### config.mk
export PLATFORM = sky130hd
export DESIGN_NAME = angle_servo_ctrl_flat
export DESIGN_NICKNAME = d
export VERILOG_FILES = /design/src/rtl/angle_servo_ctrl_if.sv /design/src/rtl/angle_servo_ctrl.sv /design/src/flat_wrapper.sv
export SDC_FILE = /design/constraint.sdc
export NUM_CORES = 1
export LEC_CHECK = 0
export ABC_AREA = 1
export ABC_CLOCK_PERIOD_IN_PS = 4500
export BUFFER_PORTS_ARGS = -buffer_cell sky130_fd_sc_hd__buf_2
export CORE_ASPECT_RATIO = 0.7
export CORE_MARGIN = 2
export CORE_UTILIZATION = 59
export CTS_BUF_LIST = sky130_fd_sc_hd__clkbuf_8 sky130_fd_sc_hd__clkbuf_16
export DETAILED_ROUTE_END_ITERATION = 10
export PLACE_DENSITY_LB_ADDON = 0.25
export SLEW_MARGIN = 20
export SYNTH_ARGS = -nofsm -noshare
export SYNTH_HDL_FRONTEND = slang
export SYNTH_SLANG_ARGS = --single-unit
### constraint.sdc
create_clock -name clk_i -period 4.5 [get_ports clk_i]
set_input_delay 0.9 -clock clk_i [delete_from_list [all_inputs] [get_ports clk_i]]
set_output_delay 0.9 -clock clk_i [all_outputs]
set_load 0.05 [all_outputs]
### src/rtl/angle_servo_ctrl_if.sv
// Control/status bundle between the angle servo controller and its surroundings
// (I2C angle reader, PWM driver and the sequencer that issues start/target).
interface angle_servo_ctrl_if;
  logic        start;
  logic [11:0] target_angle;
  logic [11:0] raw_angle;
  logic        rd_done;
  logic        angle_done;
  logic        busy;
  logic        dir;
  logic [7:0]  duty;
  logic [11:0] err_mag;
  logic        stall_fault;

  modport master (
    output start, target_angle, raw_angle, rd_done,
    input  angle_done, busy, dir, duty, err_mag, stall_fault
  );

  modport slave (
    input  start, target_angle, raw_angle, rd_done,
    output angle_done, busy, dir, duty, err_mag, stall_fault
  );
endinterface

### src/rtl/angle_servo_ctrl.sv
// Closed-loop angle positioning: shortest-path error to target (with 4095->0 wrap),
// proportional duty with floor/ceiling, settle qualification and stall timeout.
//
//  state  | meaning
//  IDLE   | no target yet, motor stopped, reader may idle
//  MOVE   | driving toward target, duty follows |error|
//  SETTLE | on target, counting consecutive on-target samples, motor stopped
//  DONE   | target reached and qualified, dir holds, motor stopped
//  FAULT  | timeout expired before reaching target, stall_fault set
module angle_servo_ctrl #(
  parameter logic [11:0] TOLERANCE   = 12'd8,
  parameter logic [3:0]  SETTLE_CNT  = 4'd3,
  parameter logic [15:0] TIMEOUT_SMP = 16'd2000,
  parameter logic [7:0]  MIN_DUTY    = 8'd20,
  parameter logic [7:0]  MAX_DUTY    = 8'd255,
  parameter logic [2:0]  DUTY_SHIFT  = 3'd2
) (
  input logic               clk_i,
  input logic               rst_i,
  angle_servo_ctrl_if.slave bus
);

  typedef enum logic [2:0] {
    S_IDLE,
    S_MOVE,
    S_SETTLE,
    S_DONE,
    S_FAULT
  } state_e;

  state_e      state_q, state_d;
  logic [11:0] target_q, target_d;
  logic [11:0] sample_q, sample_d;
  logic        smp_vld_q, smp_vld_d;
  logic [11:0] mag_q, mag_d;
  logic        dirc_q, dirc_d;
  logic        eval_vld_q, eval_vld_d;
  logic        dir_q, dir_d;
  logic [7:0]  duty_q, duty_d;
  logic [11:0] err_mag_q, err_mag_d;
  logic        stall_q, stall_d;
  logic [3:0]  settle_q, settle_d;
  logic [15:0] tmo_q, tmo_d;

  logic [11:0] diff;
  logic [11:0] shifted;
  logic [7:0]  duty_clamped;
  logic        on_tgt;
  logic [15:0] tmo_inc;
  logic [3:0]  settle_nx;

  assign diff    = target_q - sample_q;
  assign shifted = mag_q >> DUTY_SHIFT;
  assign on_tgt  = (mag_q <= TOLERANCE);
  assign tmo_inc = (tmo_q >= TIMEOUT_SMP) ? tmo_q : tmo_q + 16'd1;

  always_comb begin
    duty_clamped = shifted[7:0];
    if (on_tgt)
      duty_clamped = 8'd0;
    else if (shifted < {4'd0, MIN_DUTY})
      duty_clamped = MIN_DUTY;
    else if (shifted > {4'd0, MAX_DUTY})
      duty_clamped = MAX_DUTY;
  end

  always_comb begin
    state_d    = state_q;
    target_d   = target_q;
    sample_d   = sample_q;
    smp_vld_d  = 1'b0;
    mag_d      = mag_q;
    dirc_d     = dirc_q;
    eval_vld_d = smp_vld_q;
    dir_d      = dir_q;
    duty_d     = duty_q;
    err_mag_d  = err_mag_q;
    stall_d    = stall_q;
    settle_d   = settle_q;
    tmo_d      = tmo_q;
    settle_nx  = settle_q;

    if (smp_vld_q) begin
      dirc_d = ~diff[11];
      mag_d  = diff[11] ? (12'd0 - diff) : diff;
    end

    if (bus.start) begin
      // Retarget from any state; samples already in the pipeline are stale.
      target_d   = bus.target_angle;
      smp_vld_d  = 1'b0;
      eval_vld_d = 1'b0;
      settle_d   = 4'd0;
      tmo_d      = 16'd0;
      stall_d    = 1'b0;
      state_d    = S_MOVE;
    end else begin
      if (bus.rd_done) begin
        sample_d  = bus.raw_angle;
        smp_vld_d = 1'b1;
      end
      if (eval_vld_q) begin
        err_mag_d = mag_q;
        if (state_q == S_MOVE || state_q == S_SETTLE) begin
          dir_d = dirc_q;
          tmo_d = tmo_inc;
          if (on_tgt) begin
            settle_nx = (state_q == S_MOVE) ? 4'd1 : settle_q + 4'd1;
            settle_d  = settle_nx;
            duty_d    = 8'd0;
            state_d   = (settle_nx >= SETTLE_CNT) ? S_DONE : S_SETTLE;
          end else begin
            settle_d = 4'd0;
            duty_d   = duty_clamped;
            state_d  = S_MOVE;
          end
          // Reaching target on the final allowed sample still counts as success.
          if (state_d != S_DONE && tmo_inc >= TIMEOUT_SMP) begin
            state_d = S_FAULT;
            duty_d  = 8'd0;
            stall_d = 1'b1;
          end
        end
      end
    end
  end

  always_ff @(posedge clk_i) begin
    if (rst_i) begin
      state_q    <= S_IDLE;
      target_q   <= 12'd0;
      sample_q   <= 12'd0;
      smp_vld_q  <= 1'b0;
      mag_q      <= 12'd0;
      dirc_q     <= 1'b0;
      eval_vld_q <= 1'b0;
      dir_q      <= 1'b0;
      duty_q     <= 8'd0;
      err_mag_q  <= 12'd0;
      stall_q    <= 1'b0;
      settle_q   <= 4'd0;
      tmo_q      <= 16'd0;
    end else begin
      state_q    <= state_d;
      target_q   <= target_d;
      sample_q   <= sample_d;
      smp_vld_q  <= smp_vld_d;
      mag_q      <= mag_d;
      dirc_q     <= dirc_d;
      eval_vld_q <= eval_vld_d;
      dir_q      <= dir_d;
      duty_q     <= duty_d;
      err_mag_q  <= err_mag_d;
      stall_q    <= stall_d;
      settle_q   <= settle_d;
      tmo_q      <= tmo_d;
    end
  end

  assign bus.angle_done  = (state_q == S_IDLE) || (state_q == S_DONE) || (state_q == S_FAULT);
  assign bus.busy        = (state_q == S_MOVE) || (state_q == S_SETTLE);
  assign bus.dir         = dir_q;
  assign bus.duty        = duty_q;
  assign bus.err_mag     = err_mag_q;
  assign bus.stall_fault = stall_q;

endmodule

### src/flat_wrapper.sv
// flat-port wrapper written by rule: the top's interface ports become plain ports
module angle_servo_ctrl_flat 
#(
  parameter logic [11:0] TOLERANCE   = 12'd8,
  parameter logic [3:0]  SETTLE_CNT  = 4'd3,
  parameter logic [15:0] TIMEOUT_SMP = 16'd2000,
  parameter logic [7:0]  MIN_DUTY    = 8'd20,
  parameter logic [7:0]  MAX_DUTY    = 8'd255,
  parameter logic [2:0]  DUTY_SHIFT  = 3'd2
)
  (clk_i, rst_i, bus_start, bus_target_angle, bus_raw_angle, bus_rd_done, bus_angle_done, bus_busy, bus_dir, bus_duty, bus_err_mag, bus_stall_fault);
  angle_servo_ctrl_if bus_i ();
  input logic clk_i;
  input logic rst_i;
  input wire logic [$bits(bus_i.start)-1:0] bus_start;
  input wire logic [$bits(bus_i.target_angle)-1:0] bus_target_angle;
  input wire logic [$bits(bus_i.raw_angle)-1:0] bus_raw_angle;
  input wire logic [$bits(bus_i.rd_done)-1:0] bus_rd_done;
  output wire logic [$bits(bus_i.angle_done)-1:0] bus_angle_done;
  output wire logic [$bits(bus_i.busy)-1:0] bus_busy;
  output wire logic [$bits(bus_i.dir)-1:0] bus_dir;
  output wire logic [$bits(bus_i.duty)-1:0] bus_duty;
  output wire logic [$bits(bus_i.err_mag)-1:0] bus_err_mag;
  output wire logic [$bits(bus_i.stall_fault)-1:0] bus_stall_fault;
  assign bus_i.start = bus_start;
  assign bus_i.target_angle = bus_target_angle;
  assign bus_i.raw_angle = bus_raw_angle;
  assign bus_i.rd_done = bus_rd_done;
  assign bus_angle_done = bus_i.angle_done;
  assign bus_busy = bus_i.busy;
  assign bus_dir = bus_i.dir;
  assign bus_duty = bus_i.duty;
  assign bus_err_mag = bus_i.err_mag;
  assign bus_stall_fault = bus_i.stall_fault;
  angle_servo_ctrl #(.TOLERANCE(TOLERANCE), .SETTLE_CNT(SETTLE_CNT), .TIMEOUT_SMP(TIMEOUT_SMP), .MIN_DUTY(MIN_DUTY), .MAX_DUTY(MAX_DUTY), .DUTY_SHIFT(DUTY_SHIFT)) u_core (.clk_i(clk_i), .rst_i(rst_i), .bus(bus_i));
endmodule
## Word level (Yosys, flattened, before mapping)

Cells that the tools add are included.

| cells by class | value |
|---|---|
| shift operators | 0 |
| add/sub/neg operators | 4 |
| $mul | 0 |
| reduce and logical (&&, ||, !) cells | 14 |
| mux-type cells | 18 |
| bitwise operators | 2 |
| order comparisons | 6 |
| eq/ne operators | 5 |
| div/mod/pow operators | 0 |

Operators with widths:

| operator | count |
|---|---|
| greater-or-equal comparator 16 x 11 -> 1 bit (second input constant) | 2 |
| 2-to-1 mux 8 bit | 4 |
| adder 16 x 1 -> 16 bit (second input constant) | 1 |
| 2-to-1 mux 16 bit | 1 |
| 2-to-1 mux 3 bit | 5 |
| less-or-equal comparator 12 x 4 -> 1 bit (second input constant) | 1 |
| 2-to-1 mux 12 bit | 1 |
| subtractor 1 x 12 -> 12 bit (first input constant) | 1 |
| subtractor 12 bit | 1 |
| greater-than comparator 10 x 8 -> 1 bit (second input constant) | 1 |
| < comparator 10 x 5 -> 1 bit (second input constant) | 1 |
| 2-to-1 mux 4 bit | 2 |
| AND reduction 2 bit | 4 |
| == test 3 x 2 -> 1 bit (second input constant) | 2 |
| AND reduction 3 bit | 2 |
| 2-to-1 mux 1 bit | 5 |
| adder 4 x 1 -> 4 bit (second input constant) | 1 |
| greater-or-equal comparator 4 x 2 -> 1 bit (second input constant) | 1 |
| nonzero test 2 bit | 2 |
| == test 3 x 1 -> 1 bit (second input constant) | 1 |
| == test 3 bit (second input constant) | 1 |
| zero test 3 bit | 1 |
| logical OR 1 bit | 3 |
| != test 3 x 2 -> 1 bit (second input constant) | 1 |
| other kinds (3) | 4 |

| storage, ports and cells | value |
|---|---|
| bits in read-only memories | 0 |
| logic and storage cells | 63 |
| register bits after elaboration | 84 |
| bits in writable memories | 0 |
| bits in latches | 0 |
| memories | 0 |

## Logic depth before layout (Yosys ltp)

| logic depth | value |
|---|---|
| word-level depth | 14 |
| gate-level depth with buffers | 18 |

## Worst setup path after synthesis

No wires, ideal clock.

| timing | value |
|---|---|
| path type | register to output |
| start point | reg u_core.state_q[1] |
| end point | out bus_angle_done |
| slack | 2.096 ns |
| cell stages (with the launch flop) | 3 |
| buffers on the path | 0 |
| arrival | 1.504 ns |
| cells stage by stage | dfxtp_1 > nand2_1 > o21ai_0 |

| between the ends | value |
|---|---|
| word-level cells in the longest chain between the ends | 3 |
| elaborated cells on any way between the ends | 5 |
| those cells by class | 2 x eq/ne; 3 x reduce/logical |

Ends and longest elaborated chain:

| element | line | text |
|---|---|---|
| start: declaration | angle_servo_ctrl.sv:31 | `state_e state_q, state_d;` |
| start signal: assignment | angle_servo_ctrl.sv:144 | `state_q <= state_d;` |
| == test 3 x 2 -> 1 bit / zero test 3 bit (equally long branches) | angle_servo_ctrl.sv:160 | `assign bus.angle_done = (state_q == S_IDLE) \|\| (state_q == S_DONE) \|\| (state_q == S_FAULT);` |
| logical OR 1 bit | angle_servo_ctrl.sv:160 |  |
| logical OR 1 bit (*) | angle_servo_ctrl.sv:160 |  |
| end: declaration | flat_wrapper.sv:19 | `output wire logic [$bits(bus_i.angle_done)-1:0] bus_angle_done;` |

Mark *: on every way between the ends. The rest lies on a longest branch, timed or not.

## Worst setup path in the final report

| timing | value |
|---|---|
| start point | reg u_core.state_q[0] |
| end point | reg u_core.tmo_q[3] |

| between the ends | value |
|---|---|
| word-level cells in the longest chain between the ends | 3 |
| elaborated cells on any way between the ends | 4 |
| those cells by class | 2 x eq/ne; 2 x reduce/logical |

Ends and longest elaborated chain:

| element | line | text |
|---|---|---|
| == test 3 x 1 -> 1 bit / == test 3 x 2 -> 1 bit (equally long branches) | angle_servo_ctrl.sv:104 | `if (state_q == S_MOVE \|\| state_q == S_SETTLE) begin` |
| logical OR 1 bit (*) | angle_servo_ctrl.sv:104 |  |
| AND reduction 2 bit (no source line) (*) | -- |  |
| end signal: assignment | angle_servo_ctrl.sv:156 | `tmo_q <= tmo_d;` |
| end: declaration | angle_servo_ctrl.sv:43 | `logic [15:0] tmo_q, tmo_d;` |

Marked as above.
A chain may end at the register's enable or synchronous reset.

==> results.tsv <==
stage	metric	value	unit
place	IO Port Bufs	51	
pwr	PwrDens	340.9	mW/mm²
critical_path	CP Capture Type	flop	
status	status	finished clean	
worst_hold_path	min-delay worst type	reg -> reg	
cells_and_area	Antenna Diode Count	0	
clocking	CTS tree	done	
clocking	PostCTS Resize Cnt	0	
critical_path	worst stage delay on the critical path	0.56	ns
place	GPL Wtd Cong	0.8756	
clocking	H-tree Lvls	3	
clocking	CTS Buffer Depth	2	
cells_and_area	Layout Cells excl Fill	769	
floorplan	Die Wd	107.0	µm
route	DRT Wirelength	9529	µm
floorplan	Total Die Area	0.008136	mm²
route	Routed WL per cell	12.39	µm
clocking	Clock Latency Late Sink	0.35	ns
sta	Setup TNS	0	ns
global_route	grt total ovfl	0	
global_route	first-pass GRT wire length	16230	µm
floorplan	Top Ports	52	
sta	Slew Viols, Final	0	
sta	worst clock skew	0.004370	ns
synth	FFs w/ async S/R, synth	0	%
synth	Post-Synthesis Cell Area	0.004378	mm²
route	drc violations	0	
critical_path	Worst path most repeated cell	inv_1	
clocking	CTS root buffer	clkbuf_8	
route	Pre-Repair DR Iteration Count	5	
synth	syn_area_per_cell	7.016	µm²
flow_run	Max-Cap Viols	0	
route	Iteration-0 DRC Markers	318	
clocking	hold buffers post-CTS	0	
clocking	TritonCTS Buffers	9	
route	DR vias/cell	5.272	
critical_path	CP Class	reg -> reg	
global_route	largest net degree at the start of global routing	42	
synth	flop and latch count out of synthesis	84	
sta	worst rel slew slack	34.14	%
place	Final HPWL DP	7147	µm
floorplan	Die Y	76.07	µm
synth	most common cell in the netlist	nand2_1	
synth	share of the yosys chip area belonging to registers	38.41	%
cells_and_area	area grow syn2layout	10.92	%
sta	Final Setup Violations	0	
synth	Synth top area share	38.41	%
synth	Synth warnings	0	
pwr	leak pwr	0.002249	µW
floorplan	Std-Cell Rows	26	
sta	fin crit period	2.527	ns
clocking	Setup Fix Bufs, Post-CTS	0	
sta	Max Clk Rate	395.8	MHz
sta	Worst Max-Slew Pin Slew	0.9819	ns
cells_and_area	share of cells above drive strength 1	14.75	%
synth	count of different cell masters after synthesis	40	
floorplan	Initial Utilization	60.35	%
sta	fin crit share	56.15	%
clocking	clock transition at the registers of the reported paths	0.08	ns
global_route	vias in the first global route	3522	
cells_and_area	final net count	710	
synth	Synth top cells by count	100 x nand2_1, 90 x inv_1, 84 x dfxtp_1, 77 x nor2_1, 66 x a21oi_1	
critical_path	Max FO, Critical Path	16	
sta	endpoints failing hold	0	
sta	unrepaired setup endpoints after global routing	no	
synth	synth top area cells	dfxtp_1 38%, nand2_1 8.6%, inv_1 7.7%, a21oi_1 7.5%, nor2_1 6.6%	
synth	Post-Syn Nets	668	
pwr	peak supply drop	0.1883	mV
critical_path	CP Data Required Time	4.80	ns
global_route	GRT Resource Usage Total	24.11	%
synth	Mapped Cells	624	
place	post-placement cell count	753	
pwr	Final Power	1655	µW
floorplan	Core Area	0.007254	mm²
critical_path	Cell Chain, Critical Path	nor2_1 > inv_1 > nand3_1 > nor2_2 > inv_1 > nor2_1 > inv_1 > o21bai_1 > nand3_1 > inv_1	
route	Vias	4054	
route	Antenna Nets Post-Route	0	
synth	Post-synth EDFFs	0	
synth	ys flop type	dfxtp_1	
cells_and_area	final core occ	66.94	%
synth	Synth area leader	dfxtp_1	
critical_path	Crit-path slowest cell	nor2_2	
clocking	clk sinks	84	
critical_path	Arrival @ worst endpoint	2.83	ns
global_route	initial antenna violation count	0	
critical_path	Worst Setup Start Kind	flop	
metal layers:
layer	global-route usage (%)	share of wire [%]	vias up
met5	0	0	-
met4	4.675	0.73	0
met3	5.047	8.1	8
met2	34.39	40	143
met1	37.43	51	1807
li1	-	-	2096
where the power goes:
group	total, µW	internal, µW	leakage (µW)	switching [µW]
registers	781	767	0.000684	13.7
logic	357	127	0.00147	230
clock network	518	236	0.0000937	281
cell type report:
cell class / count / area (µm²)
Tap cell: 98 / 122.6
Timing Repair Buffer: 51 / 255.2
Sequential cell: 84 / 1682
Clock inverter: 5 / 43.79
Fill cell: 648 / 2399
Multi-Input combinational cell: 426 / 2248
Inverter: 94 / 352.8
Clock buffer: 11 / 151.4
final timing paths:
kind / slack, ns / to / start / cells past startpoint
worst min register to register: 0.44 / u_core.tmo_q[14]$_SDFFE_PP0P_ / u_core.tmo_q[14]$_SDFFE_PP0P_ / 2
worst max-delay path: 1.97 / u_core.tmo_q[3]$_SDFFE_PP0P_ / u_core.state_q[0]$_SDFFE_PP0P_ / 10
worst min-delay path: 0.44 / u_core.tmo_q[14]$_SDFFE_PP0P_ / u_core.tmo_q[14]$_SDFFE_PP0P_ / 2
worst max register to register: 1.97 / u_core.tmo_q[3]$_SDFFE_PP0P_ / u_core.state_q[0]$_SDFFE_PP0P_ / 10
cell usage in the layout (no fill, tap or decap), drive strengths merged, types with 11 or more instances in the layout:
master    n
nand3    43
inv      93
ha       15
nor2     82
clkbuf   11
a21oi    69
o21ai    64
nand2   112
dfxtp    84
buf      51
critical path, delay by kind of cell (launching register included):
kind | cells | cell delay [ns]
buffers and inverters | 4 | 0.69
AND/OR/NAND/NOR | 5 | 1.25
flip-flops | 1 | 0.40
AO/OA/AOI/OAI | 1 | 0.15
registers in the layout, summed over array words and instances, names as in the netlist:
| register | cells |
|---|---|
| u_core.smp_vld_q | 1 |
| u_core.settle_q | 4 |
| u_core.mag_q | 12 |
| u_core.bus.err_mag | 12 |
| u_core.bus.dir | 1 |
| u_core.eval_vld_q | 1 |
| u_core.bus.duty | 8 |
| u_core.dirc_q | 1 |
| u_core.sample_q | 12 |
| u_core.tmo_q | 16 |
| u_core.state_q | 3 |
| u_core.target_q | 12 |
| u_core.bus.stall_fault | 1 |
kinds of logic (layout without fill, tap and decap cells):
| group | count (synthesis) | in the layout | share of synthesized area (%) |
|---|---|---|---|
| compound gates | 142 | 142 | 16.98 |
| xor+xnor | 14 | 14 | 2.972 |
| fa+ha+maj | 16 | 16 | 4.744 |
| buf+inv | 114 | 161 | 10.29 |
| flops | 84 | 84 | 38.41 |
| simple gates | 254 | 254 | 26.61 |
stage by stage:
stage                     area [µm²]  worst slack, ns  hold WS, ns
after floorplan                 4378            2.096       0.4083
after global placement          4658            2.000       0.4139
after detailed placement        4658            1.894       0.4281
after CTS                       4853            2.088       0.4414
after global routing            4856            1.694       0.4702
final                           4856            1.973       0.4426
(Power assumes the default switching activity.)
